[src/rtl/rd_req_sched.sv]
// rd_req_sched
// Read-request scheduler between the L1 caches / instruction prefetcher and
// the cache-to-AXI bridge.
//  - Arbitrates the bridge's single instruction read port between icache
//    refills and prefetcher line fetches. The icache normally wins. After
//    STARVE_LIMIT denied prefetch cycles the prefetcher wins one grant.
//  - Remembers who owns each outstanding instruction read in a small FIFO.
//    Bridge returns are routed back to that owner with zero latency.
//  - Tracks up to two dcache writes that are still waiting for br_wr_ok.
//    A dcache read to the same 16-byte line is held until that write is
//    acknowledged, so a read never overtakes a pending write.
//  - Flags returns and write acknowledges that have no tracked owner
//    (err_orphan, sticky until reset).
//
// Ports
//  clk, reset                      clock, asynchronous active-high reset
//  ic_req/ic_type/ic_addr, ic_rdy  icache refill request and accept
//  pf_req/pf_addr, pf_rdy          prefetch request (type 2'b10) and accept
//  ret_data, ic_ret_valid,
//  pf_ret_valid                    routed instruction return
//  dc_rd_req/dc_rd_addr, dc_rd_rdy dcache read request and accept
//  dc_wr_req/dc_wr_addr, dc_wr_rdy dcache write request and accept
//  br_inst_rd_*                    bridge instruction read channel
//  br_inst_ret_valid/_data         bridge instruction return
//  br_data_rd_req/_rdy             bridge data read handshake
//  br_wr_req/_rdy, br_wr_ok        bridge write handshake and write response
//  err_orphan                      sticky orphan return / write-ok flag
module rd_req_sched #(
  parameter int MAX_OUTSTANDING = 2,
  parameter int STARVE_LIMIT    = 8
) (
  input  logic         clk,
  input  logic         reset,
  input  logic         ic_req,
  input  logic [1:0]   ic_type,
  input  logic [31:0]  ic_addr,
  output logic         ic_rdy,
  input  logic         pf_req,
  input  logic [31:0]  pf_addr,
  output logic         pf_rdy,
  output logic [511:0] ret_data,
  output logic         ic_ret_valid,
  output logic         pf_ret_valid,
  input  logic         dc_rd_req,
  input  logic [31:0]  dc_rd_addr,
  output logic         dc_rd_rdy,
  input  logic         dc_wr_req,
  input  logic [31:0]  dc_wr_addr,
  output logic         dc_wr_rdy,
  output logic         br_inst_rd_req,
  output logic [1:0]   br_inst_rd_type,
  output logic [31:0]  br_inst_rd_addr,
  input  logic         br_inst_rd_rdy,
  input  logic         br_inst_ret_valid,
  input  logic [511:0] br_inst_ret_data,
  output logic         br_data_rd_req,
  input  logic         br_data_rd_rdy,
  output logic         br_wr_req,
  input  logic         br_wr_rdy,
  input  logic         br_wr_ok,
  output logic         err_orphan
);

  localparam int PW = $clog2(MAX_OUTSTANDING);
  localparam int CW = $clog2(MAX_OUTSTANDING + 1);

  // Owner FIFO: one bit per outstanding instruction read, 1 = prefetcher.
  logic [MAX_OUTSTANDING-1:0] own_q;
  logic [PW-1:0]              wr_ptr;
  logic [PW-1:0]              rd_ptr;
  logic [CW-1:0]              own_cnt;

  logic [7:0] starve_cnt;

  // Write table, kept compacted: entry 0 is always the oldest, and
  // entry 1 can only be valid when entry 0 is valid.
  logic [1:0]  wt_valid;
  logic [27:0] wt_line [2];
  logic [1:0]  wt_valid_nxt;
  logic [27:0] wt_line_nxt [2];

  logic full;
  logic starved;
  logic ic_open;
  logic pf_open;
  logic sel_pf;
  logic ifire;
  logic pf_fire;
  logic ret_pop;
  logic head_pf;
  logic wt_room;
  logic dw_fire;
  logic wt_pop;
  logic hazard;

  // Arbitration. The "open" terms are the grants ignoring bridge readiness;
  // the request to the bridge must not depend on its own ready. When both
  // sources request, ic_open and pf_open are mutually exclusive.
  assign full    = (own_cnt == CW'(MAX_OUTSTANDING));
  assign starved = (starve_cnt == 8'(STARVE_LIMIT));
  assign ic_open = ~full & ~(starved & pf_req);
  assign pf_open = ~full & (starved | ~ic_req);
  assign sel_pf  = pf_req & pf_open;

  assign ic_rdy          = br_inst_rd_rdy & ic_open;
  assign pf_rdy          = br_inst_rd_rdy & pf_open;
  assign br_inst_rd_req  = (ic_req & ic_open) | sel_pf;
  assign br_inst_rd_addr = sel_pf ? pf_addr : ic_addr;
  assign br_inst_rd_type = sel_pf ? 2'b10 : ic_type;

  assign ifire   = br_inst_rd_req & br_inst_rd_rdy;
  assign pf_fire = pf_req & pf_rdy;

  // Return routing: a return is matched to the FIFO head in the same cycle.
  // Returns arriving while nothing is outstanding are dropped.
  assign ret_pop      = br_inst_ret_valid & (own_cnt != '0);
  assign head_pf      = own_q[rd_ptr];
  assign ic_ret_valid = ret_pop & ~head_pf;
  assign pf_ret_valid = ret_pop & head_pf;
  assign ret_data     = br_inst_ret_data;

  // Write throttling and read-after-write hazard detection. A write that
  // fires in this same cycle also counts as pending for the read.
  assign wt_room   = ~wt_valid[1];
  assign dc_wr_rdy = br_wr_rdy & wt_room;
  assign br_wr_req = dc_wr_req & wt_room;
  assign dw_fire   = dc_wr_req & dc_wr_rdy;
  assign wt_pop    = br_wr_ok & wt_valid[0];

  assign hazard = (wt_valid[0] & (wt_line[0] == dc_rd_addr[31:4])) |
                  (wt_valid[1] & (wt_line[1] == dc_rd_addr[31:4])) |
                  (dw_fire & (dc_wr_addr[31:4] == dc_rd_addr[31:4]));

  assign dc_rd_rdy      = br_data_rd_rdy & ~hazard;
  assign br_data_rd_req = dc_rd_req & ~hazard;

  // Owner FIFO and occupancy. A push is impossible when full, so a
  // simultaneous push and pop never overruns the storage.
  always_ff @(posedge clk or posedge reset) begin
    if (reset) begin
      own_q   <= '0;
      wr_ptr  <= '0;
      rd_ptr  <= '0;
      own_cnt <= '0;
    end else begin
      if (ifire) begin
        own_q[wr_ptr] <= sel_pf;
        wr_ptr        <= wr_ptr + 1'b1;
      end
      if (ret_pop) begin
        rd_ptr <= rd_ptr + 1'b1;
      end
      if (ifire && !ret_pop) begin
        own_cnt <= own_cnt + 1'b1;
      end else if (!ifire && ret_pop) begin
        own_cnt <= own_cnt - 1'b1;
      end
    end
  end

  // Starvation counter counts consecutive cycles the prefetcher asked and
  // was refused, saturating at the limit so the grant stays armed.
  always_ff @(posedge clk or posedge reset) begin
    if (reset) begin
      starve_cnt <= '0;
    end else if (!pf_req || pf_fire) begin
      starve_cnt <= '0;
    end else if (!starved) begin
      starve_cnt <= starve_cnt + 8'd1;
    end
  end

  // Write table update: retire the oldest first, then append the new write
  // into the first free slot of the compacted table.
  always_comb begin
    wt_valid_nxt   = wt_valid;
    wt_line_nxt[0] = wt_line[0];
    wt_line_nxt[1] = wt_line[1];
    if (wt_pop) begin
      wt_valid_nxt   = {1'b0, wt_valid[1]};
      wt_line_nxt[0] = wt_line[1];
    end
    if (dw_fire) begin
      if (!wt_valid_nxt[0]) begin
        wt_valid_nxt[0] = 1'b1;
        wt_line_nxt[0]  = dc_wr_addr[31:4];
      end else begin
        wt_valid_nxt[1] = 1'b1;
        wt_line_nxt[1]  = dc_wr_addr[31:4];
      end
    end
  end

  always_ff @(posedge clk or posedge reset) begin
    if (reset) begin
      wt_valid   <= '0;
      wt_line[0] <= '0;
      wt_line[1] <= '0;
    end else begin
      wt_valid   <= wt_valid_nxt;
      wt_line[0] <= wt_line_nxt[0];
      wt_line[1] <= wt_line_nxt[1];
    end
  end

  // Sticky orphan flag: an instruction return or write acknowledge that
  // nothing was waiting for, typically bridge traffic surviving a reset.
  always_ff @(posedge clk or posedge reset) begin
    if (reset) begin
      err_orphan <= 1'b0;
    end else if ((br_inst_ret_valid && own_cnt == '0) || (br_wr_ok && !wt_valid[0])) begin
      err_orphan <= 1'b1;
    end
  end

endmodule

[config.mk]
export PLATFORM = sky130hd
export DESIGN_NAME = rd_req_sched
export DESIGN_NICKNAME = d
export VERILOG_FILES = /design/src/rtl/rd_req_sched.sv
export SDC_FILE = /design/constraint.sdc
export NUM_CORES = 1
export LEC_CHECK = 0
export ABC_AREA = 1
export BUFFER_PORTS_ARGS = -buffer_cell sky130_fd_sc_hd__buf_2
export CAP_MARGIN = 15
export CORE_AREA = 4 4 475 477
export CTS_CLUSTER_DIAMETER = 60
export DETAILED_ROUTE_END_ITERATION = 8
export DIE_AREA = 0 0 479 481
export MAX_ROUTING_LAYER = met4
export SLEW_MARGIN = 0
export SYNTH_ARGS = -nofsm -noshare
export SYNTH_HDL_FRONTEND = slang
export SYNTH_SLANG_ARGS = --single-unit
[constraint.sdc]
create_clock -name clk -period 3.17 [get_ports clk]
set_clock_uncertainty 0.1 [all_clocks]
set_input_delay 0.634 -clock clk [delete_from_list [all_inputs] [get_ports clk]]
set_output_delay 0.634 -clock clk [all_outputs]
set_load 0.03 [all_outputs]
==> out/qor.csv <==
stage,metric,value,unit
flow_run,max-capacitance violation count,0,
floorplanning,Core ar.,0.2214,mm^2
grt,GRT overflow,0,
route,Vias,7210,
yosys,Post-Syn Nets,1954,
sta,Final period util,0.9768,
route,vias per inst,1.801,
yosys,Main synth FF type,dfrtp_1,
yosys,Post-synth top cells,"513 x buf_4, 264 x nand2_1, 147 x inv_1, 79 x o21ai_0, 73 x dfrtp_1",
route,1st-pass router iterations,5,
setup_path,R2R depth,4,
power_and_ir_drop,P_leak,3.745,nW
power_and_ir_drop,Clock power frac,0.227,
place,IO buf count,176,
setup_path,Worst Path Arrival,2.36,ns
setup_path,Crit path largest cell delay,0.41,ns
grt,antenna violations before repair,53,
yosys,Synth Area per Inst,6.874,um^2
floorplanning,die width,479,um
clock_tree,H-tree depth,3,
route,drt drc,0,
setup_path,Crit. Startpoint,starve_cnt[0]$_DFFE_PP0P_,
grt,Total GRT Usage,0.1576,
yosys,Syn. warnings,0,
clock_tree,Hold Buf Count CTS,0,
power_and_ir_drop,VDD IR max,390.1,uV
power_and_ir_drop,Gate power share,0.455,
sta,Fmax,323.0,MHz
sta,Least-Margin Pin Slew,0.9682,ns
yosys,Syn Inst Count,1298,
clock_tree,Longest Clk Path Bufs,2,
yosys,"area leader, netlist",buf_4,
clock_tree,clk root buf,clkbuf_16,
clock_tree,clk sinks,73,
setup_path,Critical R2R Launch,wt_valid[0]$_DFF_PP0_,
floorplanning,Die Footprint,0.2304,mm^2
sta,# setup viols final,0,
sta,Rel. slew slack,0.3545,
final_layout,Final nets,1625,
floorplanning,Row Count,173,
setup_path,Critical Path RT,2.44,ns
power_and_ir_drop,Sw Share,0.4755,
sta,Final Hold Fails,0,
yosys,Synth async-reset ratio,1.000,
power_and_ir_drop,sequential share of power,0.318,
final_layout,# fillers,26390,
floorplanning,IO Pins,1209,
setup_path,worst-path maximum fanout,7,
setup_path,CP Class,reg2out,
min_path,Worst Hold Class,in2async,
clock_tree,Worst-path clk slew,0.08,ns
yosys,Yosys top cell area share,0.4316,
yosys,"EDFF count, synth",0,
sta,minimum clock period,3.096,ns
setup_path,kind of end point of the critical path,primary output,
status,status,finished clean,
final_layout,share of cells above drive strength 1,0.2444,
route,first-iteration detailed-routing DRC count,392,
yosys,Synth Cell Area,0.008922,mm^2
yosys,Netlist cell types,33,
power_and_ir_drop,switching pwr,2.478,mW
place,DP Wirelength,176800,um
route,wire per inst,45.94,um
final_layout,area grow syn2layout,16.22,%
power_and_ir_drop,P_int,2.734,mW
grt,vias in the first global route,6667,
power_and_ir_drop,Pwr Total,5.212,mW
floorplanning,die height,481,um
yosys,most frequent cell after synthesis,buf_4,
sta,Max Slew Vio Count,0,
setup_path,worst path cell trace,inv_2 -> ha_1 -> nand3_2 -> nor2_4 -> inv_2 -> nand2_4 -> nand3_4 -> buf_4 -> and2_1 -> buf_4,
clock_tree,cts bufs inserted,9,
setup_path,reg2reg end,wt_line[45]$_DFF_PP0_,
power_and_ir_drop,PD cells,502.6,mW/mm^2
grt,largest net degree at the start of global routing,57,
setup_path,CP Launch Type,register,
setup_path,register-to-register setup slack,1.15,ns
route,"antenna viol nets, final",0,
final_layout,final core occ,0.04683,
sta,hold_ws,0.3151,ns
route,Routed WL,183900,um
place,Placer Congestion,0.8818,
grt,first-pass GRT wire length,198200,um
yosys,synthesis-stage register bit count,73,
clock_tree,CTS tree,done,
clock_tree,clock latency at the later pin of the worst-skew pair,0.40,ns
floorplanning,Initial Utilization,0.04029,
yosys,"top cells by area, synth","buf_4 43%, dfrtp_1 20%, nand2_1 11%, inv_1 6.2%, o21ai_0 4.4%",
setup_path,Slowest cell on crit path,dfrtp_1,
yosys,"Seq/Total Area, Yosys",0.2047,
worst max-delay path: cells and delay by family (launching register included):
kind	cells	cell delay, ns
fa+ha+maj	1	0.16
flops	1	0.41
simple gates	5	0.79
buf+inv	4	0.60
cells in the final DEF (no fill, tap or decap), types with 7 or more instances in the layout:
cell type | netlist | routed
inv_1 | 147 | 145
nand2_1 | 264 | 264
diode_2 | 0 | 54
nand4_1 | 10 | 10
buf_2 | 7 | 160
nor3_1 | 7 | 7
xor2_1 | 8 | 8
buf_12 | 0 | 9
nor2_1 | 60 | 60
o21ai_0 | 79 | 75
dfrtp_1 | 73 | 73
xnor2_1 | 31 | 31
nand3_1 | 11 | 11
o21ai_1 | 22 | 19
o21ai_2 | 5 | 12
buf_4 | 513 | 17
o211ai_1 | 11 | 11
a21oi_1 | 8 | 8
clkbuf_16 | 0 | 11
metrics by stage:
stage            TNS [ns]  instance area, um^2  setup WS (ns)  instances
2_1_floorplan           0                 8922         0.5073       1298
3_3_place_gp            0                 9778         0.2348       3926
3_5_place_dp            0                 9778         0.2032       3926
4_1_cts          -0.02007                10120       -0.02007       3945
5_1_grt        -0.0002338                10340     -0.0002338       3992
6_report                0                10370        0.07367       4003
how the worst max path moves through the flow:
stage / endpoint / slack [ns] / depth (start not counted)
finish: br_inst_rd_type[0] / 0.07 / 10
global route: br_inst_rd_addr[24] / -0.0002 / 9
CTS: br_inst_rd_addr[26] / -0.02 / 9
detailed placement: br_inst_rd_addr[28] / 0.20 / 9
global placement: br_inst_rd_addr[11] / 0.23 / 11
floorplan: br_inst_rd_addr[10] / 0.51 / 9
what timing repair did:
action,in CTS,in global routing
pin swaps,0,2
endpoints found under the hold margin,0,0
gates cloned,1,3
buffers inserted,2,1
endpoints found under the setup margin,33,27
resized for setup,7,22
state kept, by name, indices dropped and copies added, names as in the netlist:
name        cells
own_cnt         2
wt_line        56
own_q           2
starve_cnt      8
rd_ptr          1
err_orphan      1
wt_valid        2
wr_ptr          1
kinds of logic (layout without fill, tap and decap cells):
group	after synthesis	count (layout)	synth area share
buffers and inverters	688	362	0.5089
xor gates and xnor gates	39	39	0.03828
other	0	54	0
DFF	73	73	0.2047
and+or+nand+nor	363	365	0.1634
AOI/OAI and AO/OA	132	132	0.08049
adders and majority gates	3	3	0.004207
layer usage:
layer	track usage	routed length, um
met3	0.3103	79060
met5	-	0
met1	0.05257	21910
met4	0.03078	4730
met2	0.2330	78190
power by group through the flow:
stage	Sequential (mW)	Combinational, mW	Clock, mW
after CTS	1.65	2.35	1.24
after global routing	1.71	2.68	1.27
after detailed placement	1.66	2.32	0
after floorplan	1.59	2.66	0
final	1.66	2.37	1.18
after global placement	1.65	2.31	0
area by class of cell:
| class | instances | area (um^2) | share of cell area |
|---|---|---|---|
| Tap cell | 2975 | 3722 | 0.3590 |
| Sequential cell | 73 | 1827 | 0.1762 |
| Antenna cell | 54 | 135.1 | 0.01303 |
| Inverter | 153 | 575.6 | 0.05550 |
| Timing Repair Buffer | 193 | 1200 | 0.1157 |
| Clock inverter | 7 | 63.81 | 0.006154 |
| Multi-Input combinational cell | 539 | 2621 | 0.2528 |
| Clock buffer | 9 | 225.2 | 0.02172 |
(Power assumes the default switching activity.)
